$ cat src/rtl/traffic_phase_controller_pkg.sv
// traffic_phase_controller_pkg: shared state codes, lamp patterns and tick counter width
package traffic_phase_controller_pkg;
  localparam int CNT_W = 8;
  localparam logic [2:0] NS_GREEN  = 3'd0;
  localparam logic [2:0] NS_YELLOW = 3'd1;
  localparam logic [2:0] ALL_RED   = 3'd2;
  localparam logic [2:0] EW_GREEN  = 3'd3;
  localparam logic [2:0] EW_YELLOW = 3'd4;
  localparam logic [2:0] PED_WALK  = 3'd5;
  localparam logic [2:0] RED    = 3'b100;
  localparam logic [2:0] YELLOW = 3'b010;
  localparam logic [2:0] GREEN  = 3'b001;
endpackage

$ cat src/rtl/traffic_phase_controller_phase_timer.sv
// phase_timer: counts enable ticks within a phase and flags the final tick
module phase_timer
  import traffic_phase_controller_pkg::*;
(
  input  logic             clk,
  input  logic             global_reset,
  input  logic             tick,
  input  logic [CNT_W-1:0] duration,
  input  logic             restart,
  output logic             expire
);
  logic [CNT_W-1:0] cnt_q, cnt_d;
  // expire on the tick that completes the phase; count clears for the next one
  always_comb begin
    expire = tick && (cnt_q == duration - CNT_W'(1));
    cnt_d  = (expire || restart) ? '0 : tick ? cnt_q + CNT_W'(1) : cnt_q;
  end
  // tick counter register
  always_ff @(posedge clk) begin
    if (!global_reset) cnt_q <= '0;
    else               cnt_q <= cnt_d;
  end
endmodule

$ cat src/rtl/traffic_phase_controller.sv
// traffic_phase_controller: two-road intersection sequencer with latched pedestrian phase
module traffic_phase_controller
  import traffic_phase_controller_pkg::*;
#(
  parameter int GREEN_TICKS  = 5,
  parameter int YELLOW_TICKS = 2,
  parameter int ALLRED_TICKS = 1,
  parameter int WALK_TICKS   = 4
) (
  input  logic       clk,
  input  logic       global_reset,
  input  logic       enable_1Hz,
  input  logic       ped_request,
  output logic [2:0] ns_light,
  output logic [2:0] ew_light,
  output logic       walk,
  output logic [2:0] phase
);
  logic [2:0]       state_q, state_d;
  logic             next_dir_q, next_dir_d;
  logic             ped_q, ped_d;
  logic [CNT_W-1:0] dur;
  logic             expire, illegal;
  phase_timer u_timer (
    .clk          (clk),
    .global_reset (global_reset),
    .tick         (enable_1Hz),
    .duration     (dur),
    .restart      (illegal),
    .expire       (expire)
  );
  // phase duration select and next-state logic; illegal codes recover via all-red
  always_comb begin
    illegal    = state_q > PED_WALK;
    dur        = (state_q == NS_GREEN  || state_q == EW_GREEN)  ? CNT_W'(GREEN_TICKS)  :
                 (state_q == NS_YELLOW || state_q == EW_YELLOW) ? CNT_W'(YELLOW_TICKS) :
                 (state_q == PED_WALK)                          ? CNT_W'(WALK_TICKS)   :
                                                                  CNT_W'(ALLRED_TICKS);
    state_d    = state_q;
    next_dir_d = next_dir_q;
    if (illegal) state_d = ALL_RED;
    else if (expire) begin
      case (state_q)
        NS_GREEN:  state_d = NS_YELLOW;
        NS_YELLOW: begin state_d = ALL_RED; next_dir_d = 1'b1; end
        EW_GREEN:  state_d = EW_YELLOW;
        EW_YELLOW: begin state_d = ALL_RED; next_dir_d = 1'b0; end
        ALL_RED:   state_d = ped_q ? PED_WALK : next_dir_q ? EW_GREEN : NS_GREEN;
        default:   state_d = next_dir_q ? EW_GREEN : NS_GREEN;
      endcase
    end
    ped_d = (state_d == PED_WALK && state_q != PED_WALK) ? 1'b0 : ped_q | ped_request;
  end
  // state, direction and pedestrian latch registers
  always_ff @(posedge clk) begin
    if (!global_reset) begin
      state_q    <= NS_GREEN;
      next_dir_q <= 1'b1;
      ped_q      <= 1'b0;
    end else begin
      state_q    <= state_d;
      next_dir_q <= next_dir_d;
      ped_q      <= ped_d;
    end
  end
  // lamp decode straight from the state register
  always_comb begin
    ns_light = state_q == NS_GREEN ? GREEN : state_q == NS_YELLOW ? YELLOW : RED;
    ew_light = state_q == EW_GREEN ? GREEN : state_q == EW_YELLOW ? YELLOW : RED;
    walk     = state_q == PED_WALK;
    phase    = state_q;
  end
endmodule

$ cat config.mk
export PLATFORM = sky130hd
export DESIGN_NAME = traffic_phase_controller
export DESIGN_NICKNAME = d
export VERILOG_FILES = /design/src/rtl/traffic_phase_controller_pkg.sv /design/src/rtl/traffic_phase_controller_phase_timer.sv /design/src/rtl/traffic_phase_controller.sv
export SDC_FILE = /design/constraint.sdc
export NUM_CORES = 1
export LEC_CHECK = 0
export ABC_AREA = 1
export BUFFER_PORTS_ARGS = -buffer_cell sky130_fd_sc_hd__buf_2
export CAP_MARGIN = 30
export CORE_MARGIN = 1
export CORE_UTILIZATION = 30
export CTS_BUF_LIST = sky130_fd_sc_hd__clkbuf_16
export DETAILED_ROUTE_END_ITERATION = 7
export GPL_ROUTABILITY_DRIVEN = 0
export RECOVER_POWER = 50
export SLEW_MARGIN = 15
export SYNTH_ARGS = -nofsm -noshare
export SYNTH_HDL_FRONTEND = slang
export SYNTH_HIERARCHICAL = 1
export SYNTH_SLANG_ARGS = --single-unit
export TNS_END_PERCENT = 5
$ cat constraint.sdc
create_clock -name clk -period 4.6 [get_ports clk]
set_input_delay 0.69 -clock clk [delete_from_list [all_inputs] [get_ports clk]]
set_output_delay 0.69 -clock clk [all_outputs]
set_load 0.02 [all_outputs]
==> results of run 1 <==
-- final cells by class --
class	instances	area (sq um)
Tap cell	44	55.1
Sequential cell	13	260
Multi-Input combinational cell	137	666
Clock inverter	1	3.75
Inverter	28	105
Clock buffer	3	75.1
Fill cell	339	1910
Timing Repair Buffer	13	55.1
-- metrics by stage --
step / cell area, sq um / setup slack [ns] / std cells / util, % / total power, mW
2_1_floorplan: 1060 / 1.99 / 180 / - / 0.139
3_3_place_gp: 1170 / 1.85 / 235 / 37.3 / 0.143
3_5_place_dp: 1170 / 1.89 / 235 / 37.3 / 0.142
4_1_cts: 1240 / 1.86 / 239 / 39.8 / 0.306
5_1_grt: 1220 / 1.52 / 239 / 39.0 / 0.316
6_report: 1220 / 1.87 / 239 / 39.0 / 0.303
-- sequential cells by signal, indices dropped and copies added, names as in the netlist --
signal         cells
phase              3
ped_q              1
u_timer/cnt_q      8
next_dir_q         1
-- Yosys cell counts --
| cell | count |
|---|---|
| nand2_2 | 3 |
| nand2_1 | 45 |
| nand4_1 | 2 |
| nor2_1 | 30 |
| inv_1 | 24 |
| nand3b_1 | 2 |
| o21ai_1 | 4 |
| a21oi_1 | 2 |
| o211ai_1 | 1 |
| buf_6 | 1 |
| inv_2 | 4 |
| nand3_1 | 13 |
| xor2_1 | 5 |
| nand3_2 | 1 |
| ha_1 | 2 |
| o21ai_0 | 1 |
| nor2_2 | 2 |
| nor3_2 | 1 |
| buf_4 | 1 |
| xnor2_1 | 6 |
| nand2_4 | 1 |
| conb_1 | 1 |
| nor2_4 | 2 |
| dfxtp_1 | 13 |
| a21oi_2 | 1 |
-- critical path: stages, from the launching register on --
cell and delay (ns):
dfxtp_1 0.46, inv_1 0.21, nand3_2 0.11, nand2_2 0.08, nor2_1 0.18, inv_1 0.10, ha_1 0.23, inv_1 0.09
nand2_1 0.08, nand2_1 0.08, nand2_1 0.04, nand2_1 0.06, nand3_1 0.08, nor2_1 0.13, nand2_2 0.07, inv_1 0.14
nand2_1 0.09, o21ai_1 0.12, nand3_1 0.09, nor2_1 0.12, nor2_1 0.05
-- kinds of logic after synthesis --
logic type | synth area share, %
AO/OA/AOI/OAI | 5.03
XOR/XNOR | 9.45
adder cells (fa/ha/maj) | 2.45
buffers and inverters | 12.1
flip-flops | 25.5
other | 0.368
AND/OR/NAND/NOR | 45.0
-- cell usage in the layout, fill, tap and decap left out --
| cell | count |
|---|---|
| nor2_4 | 1 |
| nand4_1 | 2 |
| nand2_1 | 46 |
| o211ai_1 | 1 |
| xnor2_1 | 6 |
| nor3_2 | 1 |
| ha_1 | 2 |
| nand3_2 | 1 |
| nor2_2 | 2 |
| conb_1 | 13 |
| buf_2 | 5 |
| nor2_1 | 31 |
| a21oi_2 | 1 |
| inv_1 | 26 |
| inv_2 | 3 |
| clkbuf_16 | 3 |
| clkbuf_1 | 8 |
| nand3b_1 | 2 |
| nand2_2 | 3 |
| o21ai_1 | 4 |
| xor2_1 | 5 |
| o21ai_0 | 1 |
| dfxtp_1 | 13 |
| a21oi_1 | 2 |
| nand3_1 | 13 |
-- report_power, final --
group	internal, mW	switching (mW)
Sequential	0.115	0.00286
Combinational	0.00891	0.0129
Clock	0.115	0.0481
-- metal layers --
metal  track usage, %  up-vias  share of wire (%)
met5                0        -                  0
li1                 -      554                  -
met2             17.7       27                 41
met1             18.7      423                 53
met4             5.98        0                1.0
met3             1.95        2                4.8
-- path summary, 6_finish.rpt --
kind | slack, ns | end | start | depth (start not counted)
worst max register to register | 1.87 | ped_q | phase[2] | 20
worst max-delay path | 1.87 | ped_q | phase[2] | 20
worst min register to register | 0.54 | next_dir_q | next_dir_q | 2
worst min-delay path | 0.54 | next_dir_q | next_dir_q | 2
==> flow_summary.yaml, run 1 <==
cells_and_area:
  drive_gt1_share_pct: 10.3
  area_growth_syn_to_layout_pct: 19.6
  final_nets: 202
  num_antenna_cells: 0
synthesis:
  synth_top_cell_by_area: "dfxtp_1"
  syn-cell-area_sq_um: 1020
  synth_top_cell_area_share_pct: 25.5
  synth-seq-area-share_pct: 25.5
  yosys-top-cells-area: "dfxtp_1 (26%), nand2_1 (17%), nor2_1 (11%), inv_1 (8.8%), nand3_1 (6.4%)"
  synth_area_per_cell_sq_um: 6.07
  yosysUniqueCellTypes: 25
  ys_seq_elements: 13
  synth_cells: 168
  yosys_warnings: 6
global_route:
  antenna_found_initial: 0
  grtUsageTotal_pct: 12.7
  grt_pass1_wl_microns: 3460
  grt_max_degree: 10
  grt_overflow_total: 0
  grt_pass1_vias: 817
placement:
  place_hpwl_microns: 1590
  numPortBuffers: 13
sta:
  rsz0062_at_grt: "no"
  fmax_ghz: 0.366
  slew_viol_final: 0
  hold_viol_final: 0
  layout_min_cycle_time_ns: 2.73
  hold_slack_ns: 0.542
  skew_ns: 0.00428
  finalSetupViolations: 0
  setup-tns-final_ns: 0
  post-route-period-util_pct: 59.3
pwr:
  ir_worst_vdd_mv: 0.197
  leakage_nw: 0.611
  p_per_area_nw_per_um2: 248
floorplan:
  row_count: 20
  die_area_sq_um: 3640
  die_w_microns: 60.3
  dieHeight_microns: 60.3
  initial_core_util_pct: 32.6
  coreArea_sq_um: 3130
  ioPinCount: 14
cts:
  cts_made_buffers: 3
  cts_tree: "done"
  cts_buffer_depth: 2
  cts_resized: 0
  htreeDepth: 1
  clk_latency_ns: 0.24
  post-cts-setup-buffers: 0
  clk_pin_slew_ns: 0.05
  ctsHoldBuffers: 0
  clockRootBuffer: "clkbuf_16"
  cts_sinks: 13
setup_path:
  cp_max_fo: 8
  startpoint_type: "flip-flop"
  critPathKind: "flip-flop to flip-flop"
  critPathArrivalTime_ns: 2.86
  cp-end-kind: "flip-flop"
  cp.required_ns: 4.73
hold_path:
  min-delay-path-class: "flip-flop to flip-flop"
job:
  drv_cap: 0
route:
  avgViaCountPerCell: 4.21
  drc: 0
  wirelength_microns: 2030
  drtIter0Drc: 30
  drtAntennaViolNets: 0
  vias: 1006
  routedWlPerCell_microns: 8.49
  first_pass_iters: 4
run_status:
  status: "finished clean"
(Power assumes the default switching activity.)
==> run 2: changes to the inputs <==
- clock period: 4.6 -> 2.8 ns (I/O delays scaled with it)
==> flow_summary.yaml, run 2 (synthesized netlist as in run 1, its figures left out) <==
setup_path:
  cp_max_fo: 9
  critPathCapture: "ped_q"
  critPathArrivalTime_ns: 2.60
  reg2reg_depth: 20
  cp-startpoint: "phase[1]"
  cp.required_ns: 2.93
  r2r_slack_ns: 0.33
  cp-end-kind: "flip-flop"
  critPathKind: "flip-flop to flip-flop"
  reg2reg_to: "ped_q"
  rr_startpoint: "phase[1]"
  startpoint_type: "flip-flop"
sta:
  setup_ws_ns: 0.326
  finalSetupViolations: 0
  skew_ns: 0.00271
  layout_min_cycle_time_ns: 2.47
  hold_viol_final: 0
  post-route-period-util_pct: 88.4
  slew_viol_final: 0
  setup-tns-final_ns: 0
  rsz0062_at_grt: "no"
  hold_slack_ns: 0.404
  fmax_ghz: 0.404
floorplan:
  row_count: 20
  die_w_microns: 60.3
  coreArea_sq_um: 3130
  initial_core_util_pct: 32.6
  ioPinCount: 14
  die_area_sq_um: 3640
  dieHeight_microns: 60.3
job:
  drv_cap: 0
route:
  vias: 985
  first_pass_iters: 4
  avgViaCountPerCell: 4.09
  drtAntennaViolNets: 0
  routedWlPerCell_microns: 8.11
  drtIter0Drc: 25
  wirelength_microns: 1960
  drc: 0
cells_and_area:
  top_register: "u_timer/cnt_q"
  num_antenna_cells: 0
  layout_commonest_cell: "nand2_1"
  fill_cells: 336
  area_growth_syn_to_layout_pct: 22.7
  final_cell_mix: "nand2_1 (46), nor2_1 (30), inv_1 (25)"
  drive_gt1_share_pct: 15.7
  final_nets: 204
  utilization_pct: 40.0
  largest_register_ffs: 8
hold_path:
  min-delay-path-class: "input port to flip-flop"
  hold_path_startpoint: "global_reset"
global_route:
  grt_overflow_total: 0
  antenna_found_initial: 0
  grt_pass1_vias: 815
  grt_max_degree: 10
  grt_pass1_wl_microns: 3330
  grtUsageTotal_pct: 12.1
pwr:
  sw_frac_of_total_pct: 20.0
  ir_worst_vdd_mv: 0.472
  finalPower_mw: 0.490
  p_per_area_nw_per_um2: 392
  seq_power_share_pct: 39.6
  share_comb_of_total_power_pct: 7.2
  p_switching_mw: 0.0980
  intPower_mw: 0.392
  clkPwrFrac_pct: 53.1
  leakage_nw: 0.641
cts:
  cts_sinks: 13
  cts_tree: "done"
  cts_buffer_depth: 2
  clk_latency_ns: 0.24
  htreeDepth: 1
  cts_made_buffers: 3
  clockRootBuffer: "clkbuf_16"
  clk_pin_slew_ns: 0.04
placement:
  pre_cts_slack_ns: 0.175
  numPortBuffers: 13
  place_hpwl_microns: 1530
run_status:
  status: "finished clean"
==> run 2: metrics by stage <==
step,area (sq um),cells
finish,1250,241
detailed placement,1180,237
CTS,1260,241
global placement,1180,237
global route,1250,241
floorplan,1060,180
==> run 2: power groups by stage <==
stage | registers [mW] | logic [mW] | clock network [mW]
after floorplan | 0.197 | 0.0309 | 0
after global placement | 0.198 | 0.0358 | 0
after detailed placement | 0.198 | 0.0357 | 0
after CTS | 0.194 | 0.0361 | 0.270
after global routing | 0.194 | 0.0423 | 0.280
final | 0.194 | 0.0355 | 0.260
==> run 2: final cells by class <==
| cell class | instances | area [sq um] | share of cell area (%) |
|---|---|---|---|
| clock buffer | 3 | 75.1 | 6.00 |
| clock inverter | 1 | 3.75 | 0.300 |
| inverter | 28 | 105 | 8.40 |
| multi-input combinational | 137 | 673 | 53.8 |
| sequential | 13 | 264 | 21.1 |
| tap | 44 | 55.1 | 4.40 |
| timing repair buffer | 15 | 75.1 | 6.00 |
==> run 2: worst min-delay path by stage <==
| stage | slack (ns) | end | cells after the start |
|---|---|---|---|
| floorplan | 0.48 | next_dir_q | 2 |
| global route | 0.43 | next_dir_q | 2 |
| CTS | 0.40 | next_dir_q | 2 |
| finish | 0.40 | next_dir_q | 2 |
| detailed placement | 0.52 | next_dir_q | 2 |
| global placement | 0.52 | next_dir_q | 2 |
==> run 2: routing by layer <==
layer / part of all wire, % / up-vias / global-route usage, %
met1: 57 / 410 / 17.6
met4: 0.97 / 0 / 4.98
met3: 2.9 / 2 / 1.95
met2: 39 / 18 / 17.4
li1: - / 555 / -
met5: 0 / - / 0
==> run 2: timing repair <==
| action | CTS | global route |
|---|---|---|
| hold buffers | 0 | 0 |
| hold endpoints to repair | 0 | 0 |
| setup buffers | 0 | 0 |
| resized for setup | 0 | 3 |
| setup endpoints to repair | 0 | 3 |
==> run 2: worst max-delay path, stage by stage (launching register included) <==
cell     delay [ns]
dfxtp_2        0.44
nor2_2         0.07
nand2_1        0.11
inv_1          0.08
nor2_1         0.18
inv_1          0.10
ha_1           0.24
inv_1          0.09
nand2_1        0.07
nand2_1        0.08
nand2_1        0.04
nand2_1        0.07
nand3_1        0.07
nor2_1         0.13
nand2_2        0.07
inv_1          0.11
nand2_1        0.08
o21ai_1        0.09
nand3_1        0.09
nor2_1         0.12
nor2_1         0.04
==> run 3: changes to the inputs <==
- SYNTH_HIERARCHICAL: 1 -> not set
==> flow_summary.yaml, run 3 <==
run_status:
  status: "finished clean"
floorplan:
  dieHeight_microns: 55.1
  initial_core_util_pct: 33.0
  die_w_microns: 55.1
  ioPinCount: 14
  row_count: 18
  die_area_sq_um: 3040
  coreArea_sq_um: 2570
setup_path:
  cp-end-kind: "flip-flop"
  startpoint_type: "flip-flop"
  critPathKind: "flip-flop to flip-flop"
  cp_max_fo: 7
  cp.required_ns: 2.94
  critPathArrivalTime_ns: 2.41
cells_and_area:
  num_antenna_cells: 0
  largest_register_ffs: 8
  drive_gt1_share_pct: 10.7
  fill_cells: 292
  layout_commonest_cell: "nand2_1"
  top_register: "u_timer.cnt_q"
  area_growth_syn_to_layout_pct: 20.2
  final_nets: 157
  utilization_pct: 39.7
  final_cell_mix: "nand2_1 (26), nor2_1 (24), inv_1 (24)"
pwr:
  leakage_nw: 0.505
  p_switching_mw: 0.253
  seq_power_share_pct: 30.6
  ir_worst_vdd_mv: 0.297
  p_per_area_nw_per_um2: 702
  share_comb_of_total_power_pct: 30.8
  intPower_mw: 0.462
  clkPwrFrac_pct: 38.6
  finalPower_mw: 0.715
  sw_frac_of_total_pct: 35.4
cts:
  post-cts-setup-buffers: 0
  cts_resized: 0
  htreeDepth: 1
  clockRootBuffer: "clkbuf_16"
  clk_pin_slew_ns: 0.04
  cts_tree: "done"
  ctsHoldBuffers: 0
  cts_sinks: 13
  cts_buffer_depth: 2
  clk_latency_ns: 0.25
  cts_made_buffers: 3
sta:
  finalSetupViolations: 0
  hold_viol_final: 0
  setup_ws_ns: 0.526
  setup-tns-final_ns: 0
  relSlewSlack_pct: 82.5
  post-route-period-util_pct: 81.2
  tightestPinTransition_ns: 0.264
  fmax_ghz: 0.440
  skew_ns: 0.00272
  slew_viol_final: 0
  layout_min_cycle_time_ns: 2.27
  rsz0062_at_grt: "no"
global_route:
  grt_pass1_wl_microns: 3100
  grt_pass1_vias: 757
  antenna_found_initial: 0
  grt_max_degree: 9
  grtUsageTotal_pct: 14.8
  grt_overflow_total: 0
placement:
  numPortBuffers: 13
  place_hpwl_microns: 1430
  pre_cts_slack_ns: 0.583
synthesis:
  synth_top_cell_by_area: "dfxtp_1"
  yosys_warnings: 0
  synth_cells: 133
  yosys-top-cells-area: "dfxtp_1 (31%), nand2_1 (12%), nor2_1 (11%), inv_1 (9.3%), nand3_1 (8.3%)"
  synth_edf_count: 0
  async_reset_ff_share_pct: 0
  ys_seq_elements: 13
  synth-seq-area-share_pct: 30.7
  synth_most_common_cell: "nand2_1"
  syn-cell-area_sq_um: 847
  syn-num-nets: 139
  synth_area_per_cell_sq_um: 6.37
  synth_top_cell_area_share_pct: 30.7
  ys.flop_type: "dfxtp_1"
  synth_top_cells_by_count: "nand2_1 (26), nor2_1 (24), inv_1 (21)"
  yosysUniqueCellTypes: 19
route:
  drtIter0Drc: 20
  wirelength_microns: 1850
  drc: 0
  first_pass_iters: 4
  routedWlPerCell_microns: 10.3
  avgViaCountPerCell: 4.81
  vias: 866
  drtAntennaViolNets: 0
job:
  drv_cap: 0
hold_path:
  min-delay-path-class: "input port to flip-flop"
run 3: cell types whose count changed in the layout (fill, tap and decap cells not counted), sizes merged, moves of 2 or more:
cell and change:
nor3 +2, buf -6, clkbuf +4, nand4 +3
xnor2 -6, nand2 -20, nor2 -9, conb -13
nor3b +2, inv -5
run 3: final cells by class:
| cell class | count | area [sq um] | area share (%) |
|---|---|---|---|
| multi-input cells | 97 | 500 | 49.1 |
| repair buffers | 13 | 55.1 | 5.41 |
| clock buffers | 3 | 75.1 | 7.37 |
| well taps | 30 | 37.5 | 3.69 |
| inverters | 23 | 86.3 | 8.48 |
| clock inverters | 1 | 3.75 | 0.369 |
| flip-flops and latches | 13 | 260 | 25.6 |
run 3: logic make-up after synthesis:
kind of cell               count (synthesis)  share of synthesized area (%)
and+or+nand+nor                           82                           46.7
buffers and inverters                     23                           10.2
DFF                                       13                           30.7
AOI/OAI and AO/OA                          9                           5.32
xor gates and xnor gates                   4                           4.14
adders and majority gates                  2                           2.95
run 3: power by group through the flow:
stage          registers (mW)  logic [mW]  clock network [mW]
3_3_place_gp            0.222       0.221                   0
4_1_cts                 0.218       0.225               0.283
5_1_grt                 0.222       0.251               0.290
3_5_place_dp            0.222       0.223                   0
2_1_floorplan           0.222       0.170                   0
6_report                0.219       0.220               0.276
run 3: worst max-delay path: stages (launching register included):
cell	delay, ns
dfxtp_1	0.44
inv_1	0.17
nor2_1	0.21
nor2_1	0.09
ha_1	0.30
nand2_1	0.07
inv_1	0.04
nor2_1	0.08
nand3_1	0.12
nor2_4	0.14
nand2_2	0.10
nand2_1	0.07
nand2_1	0.06
nor2_1	0.09
nand2_1	0.05
nor2_1	0.08
nor2_1	0.04
run 3: per-layer routing:
layer	share of wire, %	GRT usage [%]
met5	0	0
met4	2.4	8.75
met3	2.8	3.28
met2	46	22.7
met1	49	18.9
run 3: per-stage QoR:
stage,hold WS [ns],instances,instance area (sq um)
after CTS,0.417,180,1030
after global placement,0.489,176,950
after floorplan,0.471,133,847
after global routing,0.436,180,1020
after detailed placement,0.497,176,950
final,0.421,180,1020
run 3: path summary, 6_finish.rpt:
| path | from | to | cells after the start | slack, ns |
|---|---|---|---|---|
| setup reg to reg | phase[2] | ped_q | 16 | 0.53 |
| hold / removal | global_reset | next_dir_q | 2 | 0.42 |
| hold reg to reg | u_timer.cnt_q[5] | u_timer.cnt_q[5] | 2 | 0.50 |
| setup / recovery | phase[2] | ped_q | 16 | 0.53 |
